$ cat config.mk
export PLATFORM = sky130hd
export DESIGN_NAME = alu_status_unit
export DESIGN_NICKNAME = d
export VERILOG_FILES = /design/src/rtl/alu_status_unit_pkg.sv /design/src/rtl/alu_status_unit_bcd_adjust.sv /design/src/rtl/alu_status_unit.sv
export SDC_FILE = /design/constraint.sdc
export NUM_CORES = 1
export LEC_CHECK = 0
export CORE_AREA = 2 2 77 79
export DETAILED_ROUTE_END_ITERATION = 7
export DIE_AREA = 0 0 79 81
export HOLD_SLACK_MARGIN = 0.05
export PLACE_DENSITY = 0.77
export SETUP_SLACK_MARGIN = 0.3
export SLEW_MARGIN = 25
export SYNTH_ARGS = -nofsm -noshare
export SYNTH_HDL_FRONTEND = slang
export SYNTH_HIERARCHICAL = 1
export SYNTH_SLANG_ARGS = --single-unit
$ cat constraint.sdc
create_clock -name clk_ph2 -period 5 [get_ports clk_ph2]
set_input_delay 1.5 -clock clk_ph2 [delete_from_list [all_inputs] [get_ports clk_ph2]]
set_output_delay 1.5 -clock clk_ph2 [all_outputs]
set_load 0.1 [all_outputs]
$ cat src/rtl/alu_status_unit_pkg.sv
// Shared definitions for the ALU / status-register stage: P bit positions,
// the reset value of P, the ALU operation encoding and the op-strobe decoder.
package alu_status_unit_pkg;

    // Bit positions inside P = {N,V,1,B,D,I,Z,C}
    localparam int P_C = 0;
    localparam int P_Z = 1;
    localparam int P_I = 2;
    localparam int P_D = 3;
    localparam int P_B = 4;
    localparam int P_U = 5;
    localparam int P_V = 6;
    localparam int P_N = 7;

    // Bit5 set, I set, everything else clear
    localparam logic [7:0] P_RESET_DEFAULT = 8'h24;

    // Resolved ALU operation after strobe prioritisation
    typedef enum logic [2:0] {
        OP_NONE = 3'd0,
        OP_SUM  = 3'd1,
        OP_SR   = 3'd2,
        OP_AND  = 3'd3,
        OP_EOR  = 3'd4,
        OP_OR   = 3'd5
    } alu_op_e;

    // Several strobes may be asserted at once; SUMS > SRS > ANDS > EORS > ORS
    function automatic alu_op_e decode_op(
        input logic sums,
        input logic srs,
        input logic ands,
        input logic eors,
        input logic ors
    );
        alu_op_e op;
        op = OP_NONE;
        if (sums) begin
            op = OP_SUM;
        end else if (srs) begin
            op = OP_SR;
        end else if (ands) begin
            op = OP_AND;
        end else if (eors) begin
            op = OP_EOR;
        end else if (ors) begin
            op = OP_OR;
        end
        return op;
    endfunction

endpackage

$ cat src/rtl/alu_status_unit_bcd_adjust.sv
// NMOS-6502 style decimal adder: adds two packed-BCD bytes with carry-in and
// applies the +6 per-nibble correction. Only present when ALU_DECIMAL_EN is
// defined; the binary-only build has no use for it.
`ifdef ALU_DECIMAL_EN
module alu_bcd_adjust (
    input  logic [7:0] a,
    input  logic [7:0] b,
    input  logic       cin,
    output logic [7:0] sum,
    output logic       carry
);

    logic [5:0] lo_raw;
    logic [5:0] lo_adj;
    logic       half_carry;
    logic [5:0] hi_raw;
    logic [5:0] hi_adj;

    // Low nibble first; its decimal carry feeds the high nibble
    always_comb begin
        lo_raw     = 6'(a[3:0]) + 6'(b[3:0]) + 6'(cin);
        half_carry = 1'b0;
        lo_adj     = lo_raw;
        if (lo_raw > 6'd9) begin
            lo_adj     = lo_raw + 6'd6;
            half_carry = 1'b1;
        end

        hi_raw = 6'(a[7:4]) + 6'(b[7:4]) + 6'(half_carry);
        carry  = 1'b0;
        hi_adj = hi_raw;
        if (hi_raw > 6'd9) begin
            hi_adj = hi_raw + 6'd6;
            carry  = 1'b1;
        end

        sum = {hi_adj[3:0], lo_adj[3:0]};
    end

endmodule
`endif

$ cat src/rtl/alu_status_unit.sv
// 6502 ALU stage (AI/BI input latches, ADD hold register, registered carry and
// overflow) plus the processor status register P. Everything is clocked on
// clk_ph2 with a synchronous active-high reset.
// Optional feature macro: ALU_DECIMAL_EN -- when defined, SUMS honours the D
// flag with NMOS-6502 BCD correction; otherwise SUMS is always binary and D is
// only stored.
import alu_status_unit_pkg::*;

module alu_status_unit #(
    parameter logic [7:0] P_RESET = P_RESET_DEFAULT
) (
    input  logic       clk_ph2,
    input  logic       rst,
    input  logic [7:0] sb,
    input  logic [7:0] db,
    input  logic       ir5,
    input  logic       SB_ADD,
    input  logic       Z_ADD,
    input  logic       DB_ADD,
    input  logic       nDB_ADD,
    input  logic       nONE_ADD,
    input  logic       C_ONE,
    input  logic       SUMS,
    input  logic       ANDS,
    input  logic       EORS,
    input  logic       ORS,
    input  logic       SRS,
    input  logic       ACR_C,
    input  logic       AVR_V,
    input  logic       DBZ_Z,
    input  logic       DB7_N,
    input  logic       IR5_C,
    input  logic       IR5_I,
    input  logic       IR5_D,
    output logic [7:0] add,
    output logic       acr,
    output logic       avr,
    output logic [7:0] p
);

    logic [7:0] ai_q;
    logic [7:0] bi_q;
    logic [7:0] a_op;
    logic [7:0] b_op;
    logic [7:0] add_q;
    logic [7:0] add_d;
    logic       acr_q;
    logic       acr_d;
    logic       avr_q;
    logic       avr_d;
    logic [7:0] p_q;
    logic [7:0] p_d;
    logic       cin;
    logic [8:0] bin_sum;
    logic       bin_ovf;
    logic [7:0] sum_result;
    logic       sum_carry;
    alu_op_e    alu_op;

    // Operands seen by this cycle's op are what the latches will capture at
    // this edge, so a select and a strobe in the same cycle work together
    always_comb begin
        a_op = ai_q;
        if (Z_ADD) begin
            a_op = 8'h00;
        end else if (SB_ADD) begin
            a_op = sb;
        end

        b_op = bi_q;
        if (nONE_ADD) begin
            b_op = 8'hFF;
        end else if (nDB_ADD) begin
            b_op = ~db;
        end else if (DB_ADD) begin
            b_op = db;
        end
    end

    assign cin     = C_ONE | p_q[P_C];
    assign bin_sum = {1'b0, a_op} + {1'b0, b_op} + {8'h00, cin};
    assign bin_ovf = (a_op[7] == b_op[7]) & (bin_sum[7] != a_op[7]);
    assign alu_op  = decode_op(SUMS, SRS, ANDS, EORS, ORS);

`ifdef ALU_DECIMAL_EN
    logic [7:0] dec_sum;
    logic       dec_carry;

    alu_bcd_adjust u_bcd (
        .a     (a_op),
        .b     (b_op),
        .cin   (cin),
        .sum   (dec_sum),
        .carry (dec_carry)
    );

    // Decimal mode swaps in the corrected sum and decimal carry; overflow
    // still comes from the binary sum
    always_comb begin
        sum_result = bin_sum[7:0];
        sum_carry  = bin_sum[8];
        if (p_q[P_D]) begin
            sum_result = dec_sum;
            sum_carry  = dec_carry;
        end
    end
`else
    // Binary-only build: D flag has no effect on the adder
    always_comb begin
        sum_result = bin_sum[7:0];
        sum_carry  = bin_sum[8];
    end
`endif

    // Result selection; with no strobe the hold registers keep their value
    always_comb begin
        add_d = add_q;
        acr_d = acr_q;
        avr_d = avr_q;
        case (alu_op)
            OP_SUM: begin
                add_d = sum_result;
                acr_d = sum_carry;
                avr_d = bin_ovf;
            end
            OP_SR: begin
                add_d = {cin, a_op[7:1]};
                acr_d = a_op[0];
                avr_d = 1'b0;
            end
            OP_AND: begin
                add_d = a_op & b_op;
                acr_d = 1'b0;
                avr_d = 1'b0;
            end
            OP_EOR: begin
                add_d = a_op ^ b_op;
                acr_d = 1'b0;
                avr_d = 1'b0;
            end
            OP_OR: begin
                add_d = a_op | b_op;
                acr_d = 1'b0;
                avr_d = 1'b0;
            end
            default: begin
                add_d = add_q;
                acr_d = acr_q;
                avr_d = avr_q;
            end
        endcase
    end

    // Flag loads read the registered acr/avr, i.e. the previous op's result,
    // even when an op strobe lands in the same cycle
    always_comb begin
        p_d = p_q;
        if (IR5_C) begin
            p_d[P_C] = ir5;
        end else if (ACR_C) begin
            p_d[P_C] = acr_q;
        end
        if (DBZ_Z) begin
            p_d[P_Z] = (db == 8'h00);
        end
        if (IR5_I) begin
            p_d[P_I] = ir5;
        end
        if (IR5_D) begin
            p_d[P_D] = ir5;
        end
        if (AVR_V) begin
            p_d[P_V] = avr_q;
        end
        if (DB7_N) begin
            p_d[P_N] = db[7];
        end
        p_d[P_B] = P_RESET[P_B];
        p_d[P_U] = 1'b1;
    end

    // State registers; reset drops any op strobed in the same cycle
    always_ff @(posedge clk_ph2) begin
        if (rst) begin
            ai_q  <= 8'h00;
            bi_q  <= 8'h00;
            add_q <= 8'h00;
            acr_q <= 1'b0;
            avr_q <= 1'b0;
            p_q   <= P_RESET | 8'h20;
        end else begin
            ai_q  <= a_op;
            bi_q  <= b_op;
            add_q <= add_d;
            acr_q <= acr_d;
            avr_q <= avr_d;
            p_q   <= p_d;
        end
    end

    assign add = add_q;
    assign acr = acr_q;
    assign avr = avr_q;
    assign p   = p_q;

endmodule

[Word level (Yosys, flattened, before mapping)]
Cells that the tools add are included.
Operators by class
  add/subtract/negate cells: 2
  multiply operators: 0
  div/mod/pow operators: 0
  $lt $le $gt $ge: 0
  equal/unequal tests: 7
  shift operators: 0
  multiplexer cells: 15
  bitwise gates (word level): 6
  reductions and logical operators: 7
Operators with widths (number)
  two-way mux 8 bit: 5
  one-hot mux 8 bit (5 select lines): 1
  two-way mux 3 bit: 5
  adder 8 x 8 -> 9 bit: 1
  adder 9 x 1 -> 9 bit: 1
  bitwise AND 8 bit: 1
  logical NOT 8 bit: 1
  inverter 8 bit: 1
  OR 8 bit: 1
  XOR 8 bit: 1
  == test 3 x 2 -> 1 bit (second input constant): 2
  == test 3 bit (second input constant): 2
  nonzero test 5 bit: 1
  nonzero test 2 bit: 2
  OR reduction 4 bit: 1
  == test 3 x 1 -> 1 bit (second input constant): 1
  one-hot mux 1 bit (3 select lines): 1
  nonzero test 3 bit: 1
  OR reduction 3 bit: 1
  two-way mux 1 bit: 2
  one-hot mux 1 bit (2 select lines): 1
  bitwise AND 1 bit: 1
  == test 1 bit: 1
  inequality test 1 bit: 1
  OR 1 bit: 1
Storage, ports and cells
  register bits after elaboration: 34
  bits in latches: 0
  bits in writable memories: 0
  bits in read-only memories: 0
  input bits: 37
  memories: 0

[Logic depth before layout (Yosys ltp)]
  word-level depth: 8
  gate-level depth with buffers: 12
  gate-level depth less buffers: 11

[Worst setup path before layout]
OpenSTA, ideal clock, no wires.
  path type: input to register
  start point: input nDB_ADD
  end point: register add_q[6] (netlist: add[6])
  library setup time: 62 ps
  arrival: 3877 ps
  slack: 1061 ps
  cell stages on the path: 11
  buffers on the path: 2
  cell sequence: clkbuf_1 -> clkbuf_1 -> a21oi_1 -> nor2_1 -> fa_1 -> fa_1 -> nor2b_4 -> o31a_1 -> o22a_1 -> or4b_1 -> nand3_1
On the way
  longest elaborated chain between the ends: 5
  elaborated cells on any way between the ends: 8
  those cells by class: 2 x add/sub; 3 x mux; 3 x bitwise
RTL lines
  start: declaration: RTL line alu_status_unit.sv:20  | input logic nDB_ADD,
  two-way mux 8 bit *: RTL line alu_status_unit.sv:73  | end else if (nDB_ADD) begin
  two-way mux 8 bit *: RTL line alu_status_unit.sv:71  | if (nONE_ADD) begin
  adder 8 x 8 -> 9 bit: RTL line alu_status_unit.sv:81  | assign bin_sum = {1'b0, a_op} + {1'b0, b_op} + {8'h00, cin};
  adder 9 x 1 -> 9 bit: RTL line alu_status_unit.sv:81
  one-hot mux 8 bit (5 select lines) *: RTL line alu_status_unit.sv:120  | case (alu_op)
  end signal: assignment: RTL line alu_status_unit.sv:187  | add_q <= 8'h00;
  end signal: assignment: RTL line alu_status_unit.sv:194  | add_q <= add_d;
  end: declaration: RTL line alu_status_unit.sv:45  | logic [7:0] add_q;
Mark *: on every way between the ends. The rest lies on a longest branch, timed or not.
A chain may end at the register's enable or synchronous reset.

[Final worst setup path]
Same ends and word-level chain as after synthesis.

==> results.sh <==
export IMPL_syn_area_um2=2257
export IMPL_ctsResizeCount=0
export IMPL_dpl_hpwl_um=4686
export IMPL_clk_pin_slew_ps=80
export IMPL_dieArea_um2=6399
export IMPL_numCtsBuffers=5
export IMPL_core_area_um2=5675
export IMPL_dr_pass1_iters=4
export IMPL_viasPerCell=5.462
export IMPL_diodes=0
export IMPL_synth_xor_area_share_pct=0.7761
export IMPL_cp_data_required_time_ps=5240
export IMPL_setup_viol=0
export IMPL_clk_path_buf_depth=2
export IMPL_drive_above_1_share_pct=7.738
export IMPL_final_cell_mix="clkdlybuf4s50_1, nor2_1, dfxtp_1, inv_1, a21oi_1"
export IMPL_fin_tns_setup_ps=0
export IMPL_tightest_slew_ps=984.1
export IMPL_cts_hold_buf=0
export IMPL_syn_area_per_cell_um2=7.837
export IMPL_fmax_mhz=229.0
export IMPL_core_rowCount=28
export IMPL_syn_nets=343
export IMPL_hold_viol=0
export IMPL_cp_arrival_ps=4610
export IMPL_status="finished, final reports clean"
export IMPL_synth_compound_area_share_pct=21.95
export IMPL_cp_max_fo=17
export IMPL_synth_top_family_by_area="simple AND/OR/NAND/NOR gates"
export IMPL_io_pins=55
export IMPL_cts_tree="built"
export IMPL_wl_um=6337
export IMPL_overflow=0
export IMPL_synthMuxAreaShare_pct=6.208
export IMPL_finalCriticalPeriod_ps=4367
export IMPL_max_cap_viol_count=0
export IMPL_path_class="in2reg"
export IMPL_synth_distinct_cells=46
export IMPL_antenna_found_initial=0
export IMPL_endpoint_kind="register"
export IMPL_vias=2245
export IMPL_p_per_area_nw_per_um2=281.8
export IMPL_timing_final_crit_share_pct=87.35
export IMPL_root_buffer="clkbuf_8"
export IMPL_wire_per_inst_um=15.42
export IMPL_htree_levels=2
export IMPL_synth_simple_area_share_pct=24.94
export IMPL_layout_commonest_cell="clkdlybuf4s50_1"
export IMPL_clock_sinks=32
export IMPL_max_slew_margin_rel_pct=34.19
export IMPL_power_leakage_nw=1.247
export IMPL_drt_first_iter_violations=233
export IMPL_die_w_um=79
export IMPL_ant_nets=0
export IMPL_ys_ff_latch=32
export IMPL_grt_pass1_wl_um=10350
export IMPL_layout_nets=390
export IMPL_grt_pass1_vias=2044
export IMPL_cts_setup_buffers=0
export IMPL_track_usage_pct=20.75
export IMPL_io_buffer_count=52
export IMPL_start_util_pct=39.77
export IMPL_gp_congestion=0.9013
export IMPL_grt_max_degree=34
export IMPL_rsz0062_at_grt="no"
export IMPL_fin_skew_ps=12.02
export IMPL_ys_seq_area_share_pct=28.38
export IMPL_ir_drop_uv=171.5
export IMPL_area_growth_synth_to_final_pct=30.04
export IMPL_worstSkewPairLatency_ps=290
export IMPL_final_max_slew_viol_count=0
export IMPL_drt_drc_violations_left=0
export IMPL_yosysWarnings=6
export IMPL_synth_fa_ha_area_share_pct=10.64
export IMPL_syn_instance_count=288
export IMPL_fin_util_pct=51.72
export IMPL_holdCritPathClass="reg2reg"
export IMPL_startpoint_type="input port"
export IMPL_fp_dieH_um=81
-- report_power, final --
group          internal (mW)  switching (mW)
Combinational          0.106           0.192
Clock                  0.148           0.101
Sequential             0.273         0.00795
Total                  0.526           0.301
-- worst max-delay path, stage by stage --
cell             delay, ps
clkdlybuf4s50_1        690
a211oi_1               370
a21oi_1                 80
nor2_1                 270
fa_1                   290
fa_1                   320
nor2b_4                 60
o31a_1                 250
o22a_1                 210
or4b_1                 470
nand3_1                 90
-- synth_stat cells (all sizes together) --
master / instances / area (um^2)
nor2: 45 / 168.9
dfxtp: 32 / 640.6
inv: 21 / 78.83
a21oi: 19 / 95.09
ha: 16 / 200.2
mux2i: 14 / 140.1
nand2: 13 / 48.80
o21ai: 12 / 60.06
a211oi: 11 / 82.58
nor2b: 11 / 76.32
or2: 11 / 68.81
clkbuf: 9 / 33.78
nor3: 9 / 56.31
buf: 7 / 40.04
nand2b: 5 / 31.28
nand3: 5 / 25.02
nor4: 4 / 31.28
a2111oi: 3 / 32.53
a211o: 3 / 26.28
a21o: 3 / 22.52
a221oi: 3 / 26.28
o22ai: 3 / 18.77
or3: 3 / 18.77
and3: 2 / 12.51
conb: 2 / 7.510
fa: 2 / 40.04
nor3b: 2 / 15.01
o2111ai: 2 / 17.52
o21a: 2 / 15.01
o22a: 2 / 17.52
o31a: 2 / 17.52
o32ai: 2 / 17.52
xor2: 2 / 17.52
a311oi: 1 / 8.760
a31o: 1 / 8.760
o211ai: 1 / 7.510
o31ai: 1 / 12.51
o41ai: 1 / 8.760
or4b: 1 / 10.01
-- final timing paths --
check                           startpoint  endpoint  slack, ps  cells past startpoint
worst max-delay path               nDB_ADD    add[6]        630                     11
worst min-delay path                  p[1]      p[1]        480                      2
worst max register to register     bi_q[0]    add[6]       2210                     11
worst min register to register        p[1]      p[1]        480                      2
-- metrics by stage --
stage,instances,area [um^2],hold slack [ps],power [mW],setup slack [ps]
after global placement,403,2828,463.2,0.5761,546.9
after CTS,411,2935,479.9,0.8290,701.1
after detailed placement,403,2828,466.9,0.5798,386.6
after global routing,411,2935,495.3,0.8653,465.3
final,411,2935,475.2,0.8272,632.7
after floorplan,288,2257,579.3,0.4915,1061
-- final cells by class --
cell class	instances	area, um^2
Clock buffer	6	72.57
Timing Repair Buffer	56	550.5
Inverter	21	78.83
Clock inverter	2	35.03
Sequential cell	32	640.6
Multi-Input combinational cell	219	1464
Fill cell	547	2740
Tap cell	75	93.84
-- per-layer routing --
layer	part of all wire [%]	track usage [%]	wire length (um)	vias up
li1	-	-	-	1102
met1	45	28.53	2842	1034
met5	0	0	0	-
met4	2.8	7.241	177	0
met3	7.2	5.000	456	16
met2	45	31.86	2861	93
-- cells by family after synthesis --
logic type,count (synthesis)
multiplexers,14
other,2
flip-flops,32
adder cells (fa/ha/maj),18
AND/OR/NAND/NOR,111
buffers and inverters,37
XOR/XNOR,2
AO/OA/AOI/OAI,72
-- state kept, by name (all words and copies together), names as in the netlist --
register	count
bi_q	8
acr	1
p	6
add	8
avr	1
ai_q	8
No activity file was read; power rests on OpenSTA's default activity.
